$ cat src/rtl/bp_be_pkg.sv
// Shared BE types for the sequential multiply pipe: op encoding and FSM states.
package bp_be_pkg;

    typedef enum logic [1:0] {
        e_mul_lo  = 2'd0,
        e_mulh    = 2'd1,
        e_mulhsu  = 2'd2,
        e_mulhu   = 2'd3
    } bp_be_mul_seq_op_e;

    typedef enum logic [1:0] {
        e_mul_seq_idle = 2'd0,
        e_mul_seq_calc = 2'd1,
        e_mul_seq_done = 2'd2
    } bp_be_mul_seq_state_e;

endpackage

$ cat src/rtl/bp_be_pipe_mul_seq.sv
// Iterative RV64M multiplier retiring radix_bits_p multiplier bits per cycle.
// Optional early termination on an exhausted multiplier: BP_BE_MUL_SEQ_EARLY_OUT_EN.
module bp_be_pipe_mul_seq
    import bp_be_pkg::*;
#(
    parameter int width_p      = 64,
    parameter int radix_bits_p = 2,
    parameter int word_width_p = 32
) (
    input  logic               clk_i,
    input  logic               reset_n_i,
    input  logic               v_i,
    output logic               ready_and_o,
    input  bp_be_mul_seq_op_e  op_i,
    input  logic               opw_i,
    input  logic [width_p-1:0] rs1_i,
    input  logic [width_p-1:0] rs2_i,
    input  logic               flush_i,
    output logic               v_o,
    output logic [width_p-1:0] data_o,
    input  logic               yumi_i
);

    localparam int N  = width_p / radix_bits_p;
    localparam int NW = word_width_p / radix_bits_p;
    localparam int CW = $clog2(N + 1);
    localparam int AW = 2 * width_p;
    localparam logic [CW-1:0] LastN = CW'(N - 1);
    localparam logic [CW-1:0] LastW = CW'(NW - 1);

    bp_be_mul_seq_state_e state_q, state_d;
    bp_be_mul_seq_op_e    op_q;
    logic                 opw_q, neg_q, live_q;
    logic [AW-1:0]        acc_q, acc_d, mcand_q, pp, prod;
    logic [width_p-1:0]   mplier_q, mplier_d, data_q, data_d;
    logic [CW-1:0]        cnt_q;
    logic                 accept, calc_last;
    logic                 sign1, sign2;
    logic [width_p-1:0]   src1, src2, mag1, mag2;

    assign accept = v_i & ready_and_o & ~flush_i;

    // W-ops take signed low words and hand their magnitudes to the datapath.
    always_comb begin
        if (opw_i) begin
            sign1 = rs1_i[word_width_p-1];
            sign2 = rs2_i[word_width_p-1];
            src1  = {{(width_p-word_width_p){rs1_i[word_width_p-1]}}, rs1_i[word_width_p-1:0]};
            src2  = {{(width_p-word_width_p){rs2_i[word_width_p-1]}}, rs2_i[word_width_p-1:0]};
        end else begin
            sign1 = rs1_i[width_p-1] & ((op_i == e_mulh) | (op_i == e_mulhsu));
            sign2 = rs2_i[width_p-1] & (op_i == e_mulh);
            src1  = rs1_i;
            src2  = rs2_i;
        end
        mag1 = sign1 ? -src1 : src1;
        mag2 = sign2 ? -src2 : src2;
    end

    assign pp       = mcand_q * {{(AW-radix_bits_p){1'b0}}, mplier_q[radix_bits_p-1:0]};
    assign acc_d    = acc_q + pp;
    assign mplier_d = mplier_q >> radix_bits_p;
    assign prod     = neg_q ? -acc_d : acc_d;

`ifdef BP_BE_MUL_SEQ_EARLY_OUT_EN
    assign calc_last = (cnt_q == (opw_q ? LastW : LastN)) | (mplier_d == '0);
`else
    assign calc_last = (cnt_q == (opw_q ? LastW : LastN));
`endif

    always_comb begin
        if (opw_q)
            data_d = {{(width_p-word_width_p){prod[word_width_p-1]}}, prod[word_width_p-1:0]};
        else if (op_q == e_mul_lo)
            data_d = prod[width_p-1:0];
        else
            data_d = prod[AW-1:width_p];
    end

    always_ff @(posedge clk_i or negedge reset_n_i) begin
        if (!reset_n_i) state_q <= e_mul_seq_idle;
        else            state_q <= state_d;
    end

    // Flush wins over both completion and yumi.
    always_comb begin
        state_d = state_q;
        case (state_q)
            e_mul_seq_idle: if (accept) state_d = e_mul_seq_calc;
            e_mul_seq_calc: if (flush_i) state_d = e_mul_seq_idle;
                            else if (calc_last) state_d = e_mul_seq_done;
            e_mul_seq_done: if (flush_i | yumi_i) state_d = e_mul_seq_idle;
            default:        state_d = e_mul_seq_idle;
        endcase
    end

    always_comb begin
        ready_and_o = (state_q == e_mul_seq_idle) & live_q;
        v_o         = (state_q == e_mul_seq_done);
        data_o      = data_q;
    end

    always_ff @(posedge clk_i or negedge reset_n_i) begin
        if (!reset_n_i) begin
            live_q   <= 1'b0;
            op_q     <= e_mul_lo;
            opw_q    <= 1'b0;
            neg_q    <= 1'b0;
            acc_q    <= '0;
            mcand_q  <= '0;
            mplier_q <= '0;
            cnt_q    <= '0;
            data_q   <= '0;
        end else begin
            live_q <= 1'b1;
            if (accept) begin
                op_q     <= op_i;
                opw_q    <= opw_i;
                neg_q    <= sign1 ^ sign2;
                acc_q    <= '0;
                mcand_q  <= {{width_p{1'b0}}, mag1};
                mplier_q <= mag2;
                cnt_q    <= '0;
            end else if (state_q == e_mul_seq_calc) begin
                acc_q    <= acc_d;
                mcand_q  <= mcand_q << radix_bits_p;
                mplier_q <= mplier_d;
                cnt_q    <= cnt_q + 1'b1;
                if (calc_last && !flush_i) data_q <= data_d;
            end
        end
    end

endmodule

$ cat config.mk
export PLATFORM = sky130hd
export DESIGN_NAME = bp_be_pipe_mul_seq
export DESIGN_NICKNAME = d
export VERILOG_FILES = /design/src/rtl/bp_be_pkg.sv /design/src/rtl/bp_be_pipe_mul_seq.sv
export SDC_FILE = /design/constraint.sdc
export NUM_CORES = 2
export LEC_CHECK = 0
export ABC_AREA = 1
export CAP_MARGIN = 20
export CORE_ASPECT_RATIO = 0.5
export CORE_MARGIN = 5
export CORE_UTILIZATION = 35
export CTS_CLUSTER_DIAMETER = 80
export DETAILED_ROUTE_END_ITERATION = 7
export DONT_BUFFER_PORTS = 1
export PLACE_DENSITY = 0.53
export SYNTH_ARGS = -nofsm -noshare
export SYNTH_HDL_FRONTEND = slang
export SYNTH_SLANG_ARGS = --single-unit
$ cat constraint.sdc
create_clock -name clk_i -period 4.4 [get_ports clk_i]
set_clock_uncertainty 0.2 [all_clocks]
set_input_delay 0.66 -clock clk_i [delete_from_list [all_inputs] [get_ports clk_i]]
set_output_delay 0.66 -clock clk_i [all_outputs]
set_load 0.02 [all_outputs]
==> results.json <==
{
  "status": "finished, violations left",
  "violations": "hold timing, setup timing",
  "period_needed_ns": 5.30,
  "met3_usage": 0.0747,
  "yosys.cell_types.count": 59,
  "synthFlopType": "dfrtp_1",
  "portBuffers": 0,
  "place_ws_ns": -1.74,
  "async_reset_ff_frac": 1.00,
  "cts_buffers": 45,
  "crit_fanout": 7,
  "die_h_um": 262,
  "nNetsFinal": 9583,
  "hold_slack_ns": -0.453,
  "use_met2": 0.504,
  "viasPerCell": 5.11,
  "insertion_delay_ns": 0.66,
  "ctsRootBufferMaster": "clkbuf_16",
  "syn_avg_cell_area_um2": 5.85,
  "place_hpwl_um": 196000,
  "met1_usage": 0.500,
  "synth_nets": 7992,
  "grt_max_degree": 398,
  "instances_no_fill": 10900,
  "hold_viol": 397,
  "total_power_mw": 57.7,
  "fin_crit_sh": 1.20,
  "fillers": 12700,
  "initial_core_util": 0.353,
  "cp.arrival_ns": 5.66,
  "fp-row-count": 92,
  "dpl_cell_area_um2": 57900,
  "crit_slowest_cell": "fa_1",
  "cp.required_ns": 4.77,
  "clockBufferDepth": 3,
  "dp_cells": 10600,
  "grt_pass1_wl_um": 342000,
  "grt_usage": 0.342,
  "antenna_cells": 0,
  "synth_warnings": 0,
  "synth-edff-count": 0,
  "drc": 0,
  "clk_pin_slew_ns": 0.07,
  "core-area_um2": 126000,
  "final_common_cell": "nand2_1",
  "critPathMaxStageDelay_ns": 0.49,
  "yosysSeqAreaShare": 0.223,
  "gp_congestion": 1.09,
  "drive_gt1_frac": 0.379,
  "relSlewSlack": 0.00605,
  "worst_slack_ns": -0.895,
  "critical_path_class": "reg -> reg",
  "antenna_found_initial": 4,
  "wirelength_um": 242000,
  "first_iter_violations": 5664,
  "rsz0062_at_grt": "yes",
  "end_kind": "flip-flop",
  "fmax_ghz": 0.189,
  "grt_pass1_vias": 51200,
  "syn2layout_area_growth_pct": 55.1,
  "ant_nets": 0,
  "vias": 55800,
  "design_area_um2": 69000,
  "routedWlPerCell_um": 22.2,
  "first_pass_iters": 8,
  "drv_slew": 0,
  "cts_hold_buf": 8,
  "syn_inst": 7597,
  "netlist_area_um2": 44500,
  "finalSetupTns_ns": -45.86,
  "vdd_drop_max_mv": 0.642,
  "cap_viol_max_count": 0,
  "cts_max_level": 2,
  "worstSetupStartpointType": "flip-flop",
  "setup_viol": 65,
  "power_density_nw_per_um2": 836,
  "synth_seq_cells": 397,
  "clkSinkCount": 397,
  "ios": 202,
  "cts_tree": "yes",
  "mostFrequentLayoutCells": "1954 x nand2_1, 1541 x buf_4, 1489 x inv_1, 589 x nand2_2, 394 x dfrtp_1",
  "overflow": 0,
  "crit_top_cell": "nand2_1",
  "worstMarginPinSlew_ns": 1.49,
  "die_width_um": 514,
  "power.leakage_nw": 36.5,
  "dieArea_um2": 135000,
  "hold_path.class": "in -> async",
  "grt.busiest_layer": "met2"
}
-- cell type report --
| class | instances | area (um2) | area share |
|---|---|---|---|
| multi-input combinational | 5368 | 34800 | 0.504 |
| timing repair buffer | 1732 | 14500 | 0.209 |
| sequential | 397 | 9950 | 0.144 |
| inverter | 1644 | 6220 | 0.0902 |
| tap | 1692 | 2120 | 0.0307 |
| clock buffer | 57 | 1270 | 0.0184 |
| clock inverter | 25 | 223 | 0.00323 |
-- flip-flops by register name, indices dropped and copies added (netlist names) --
signal and flops:
opw_q 1, mcand_q 128, mplier_q 64, state_q 2, neg_q 1, live_q 1
cnt_q 6, acc_q 128, data_o 64, op_q 2
-- synth_stat cells, drive strengths merged, types with 7 or more instances --
| master | n | area, um2 |
|---|---|---|
| nand2 | 2710 | 10300 |
| inv | 1640 | 6160 |
| nor2 | 725 | 2910 |
| nand3 | 434 | 2310 |
| dfrtp | 397 | 9930 |
| a21oi | 262 | 1320 |
| o21ai | 244 | 1260 |
| o22ai | 178 | 1110 |
| clkbuf | 156 | 586 |
| ha | 132 | 1650 |
| fa | 127 | 2540 |
| o221ai | 88 | 771 |
| nand4 | 66 | 419 |
| nor3 | 66 | 380 |
| xor2 | 63 | 552 |
| o211ai | 42 | 315 |
| or2 | 40 | 250 |
| xnor2 | 38 | 355 |
| buf | 32 | 153 |
| a21boi | 29 | 225 |
| nand3b | 25 | 191 |
| nor4 | 24 | 150 |
| o21bai | 19 | 143 |
| and2 | 11 | 72.6 |
| a31oi | 10 | 62.6 |
| a22o | 7 | 61.3 |
-- where the power goes --
group / switching (mW) / total [mW] / internal (mW)
Combinational: 27.6 / 48.4 / 20.8
Clock: 1.90 / 4.04 / 2.14
Sequential: 0.609 / 5.20 / 4.59
Total: 30.1 / 57.7 / 27.5
-- layer usage --
metal | up-vias | part of all wire
met3 | 323 | 0.099
met4 | 6 | 0.038
met2 | 2171 | 0.41
met5 | - | 0.00015
li1 | 26600 | -
met1 | 26700 | 0.45
-- repair_timing --
action                     CTS  global route
pin swaps                  109           277
gates cloned                 6             9
setup endpoints to repair  102           104
setup buffers               48           140
hold endpoints to repair   405           397
resized for setup          690          1358
-- cells by family after synthesis --
kind of cell	Yosys count	share of synthesized area
other	1	0.0000843
and+or+nand+nor	4105	0.384
DFF	397	0.223
xor gates and xnor gates	101	0.0204
adders and majority gates	259	0.0943
AOI/OAI and AO/OA	902	0.123
buffers and inverters	1832	0.155
-- worst paths after layout --
path,start,slack [ns],end,cells after the start
max,mplier_q[0]$_DFFE_PN0P_,-0.90,data_o[47]$_DFFE_PN0P_,33
min,reset_n_i,-0.45,mplier_q[19]$_DFFE_PN0P_,0
max reg2reg,mplier_q[0]$_DFFE_PN0P_,-0.90,data_o[47]$_DFFE_PN0P_,33
min reg2reg,mplier_q[63]$_DFFE_PN0P_,0.28,mplier_q[63]$_DFFE_PN0P_,2
max in group asynchronous,reset_n_i,3.28,mcand_q[97]$_DFFE_PN0P_,0
min in group clk_i,rs1_i[28],0.03,mcand_q[28]$_DFFE_PN0P_,2
-- metrics by stage --
stage,hold WS (ns),util
finish,-0.453,0.547
global route,-0.496,0.547
CTS,-0.499,0.498
detailed placement,0.187,0.459
global placement,0.186,0.459
floorplan,0.164,-
-- critical path, delay by kind of cell, from the launching register on --
kind	cells	cell delay (ns)
adder cells (fa/ha/maj)	2	0.77
buffers and inverters	9	1.20
flip-flops	1	0.48
AND/OR/NAND/NOR	21	2.36
AO/OA/AOI/OAI	1	0.15
Note: power is estimated with default switching activity, not from simulation.
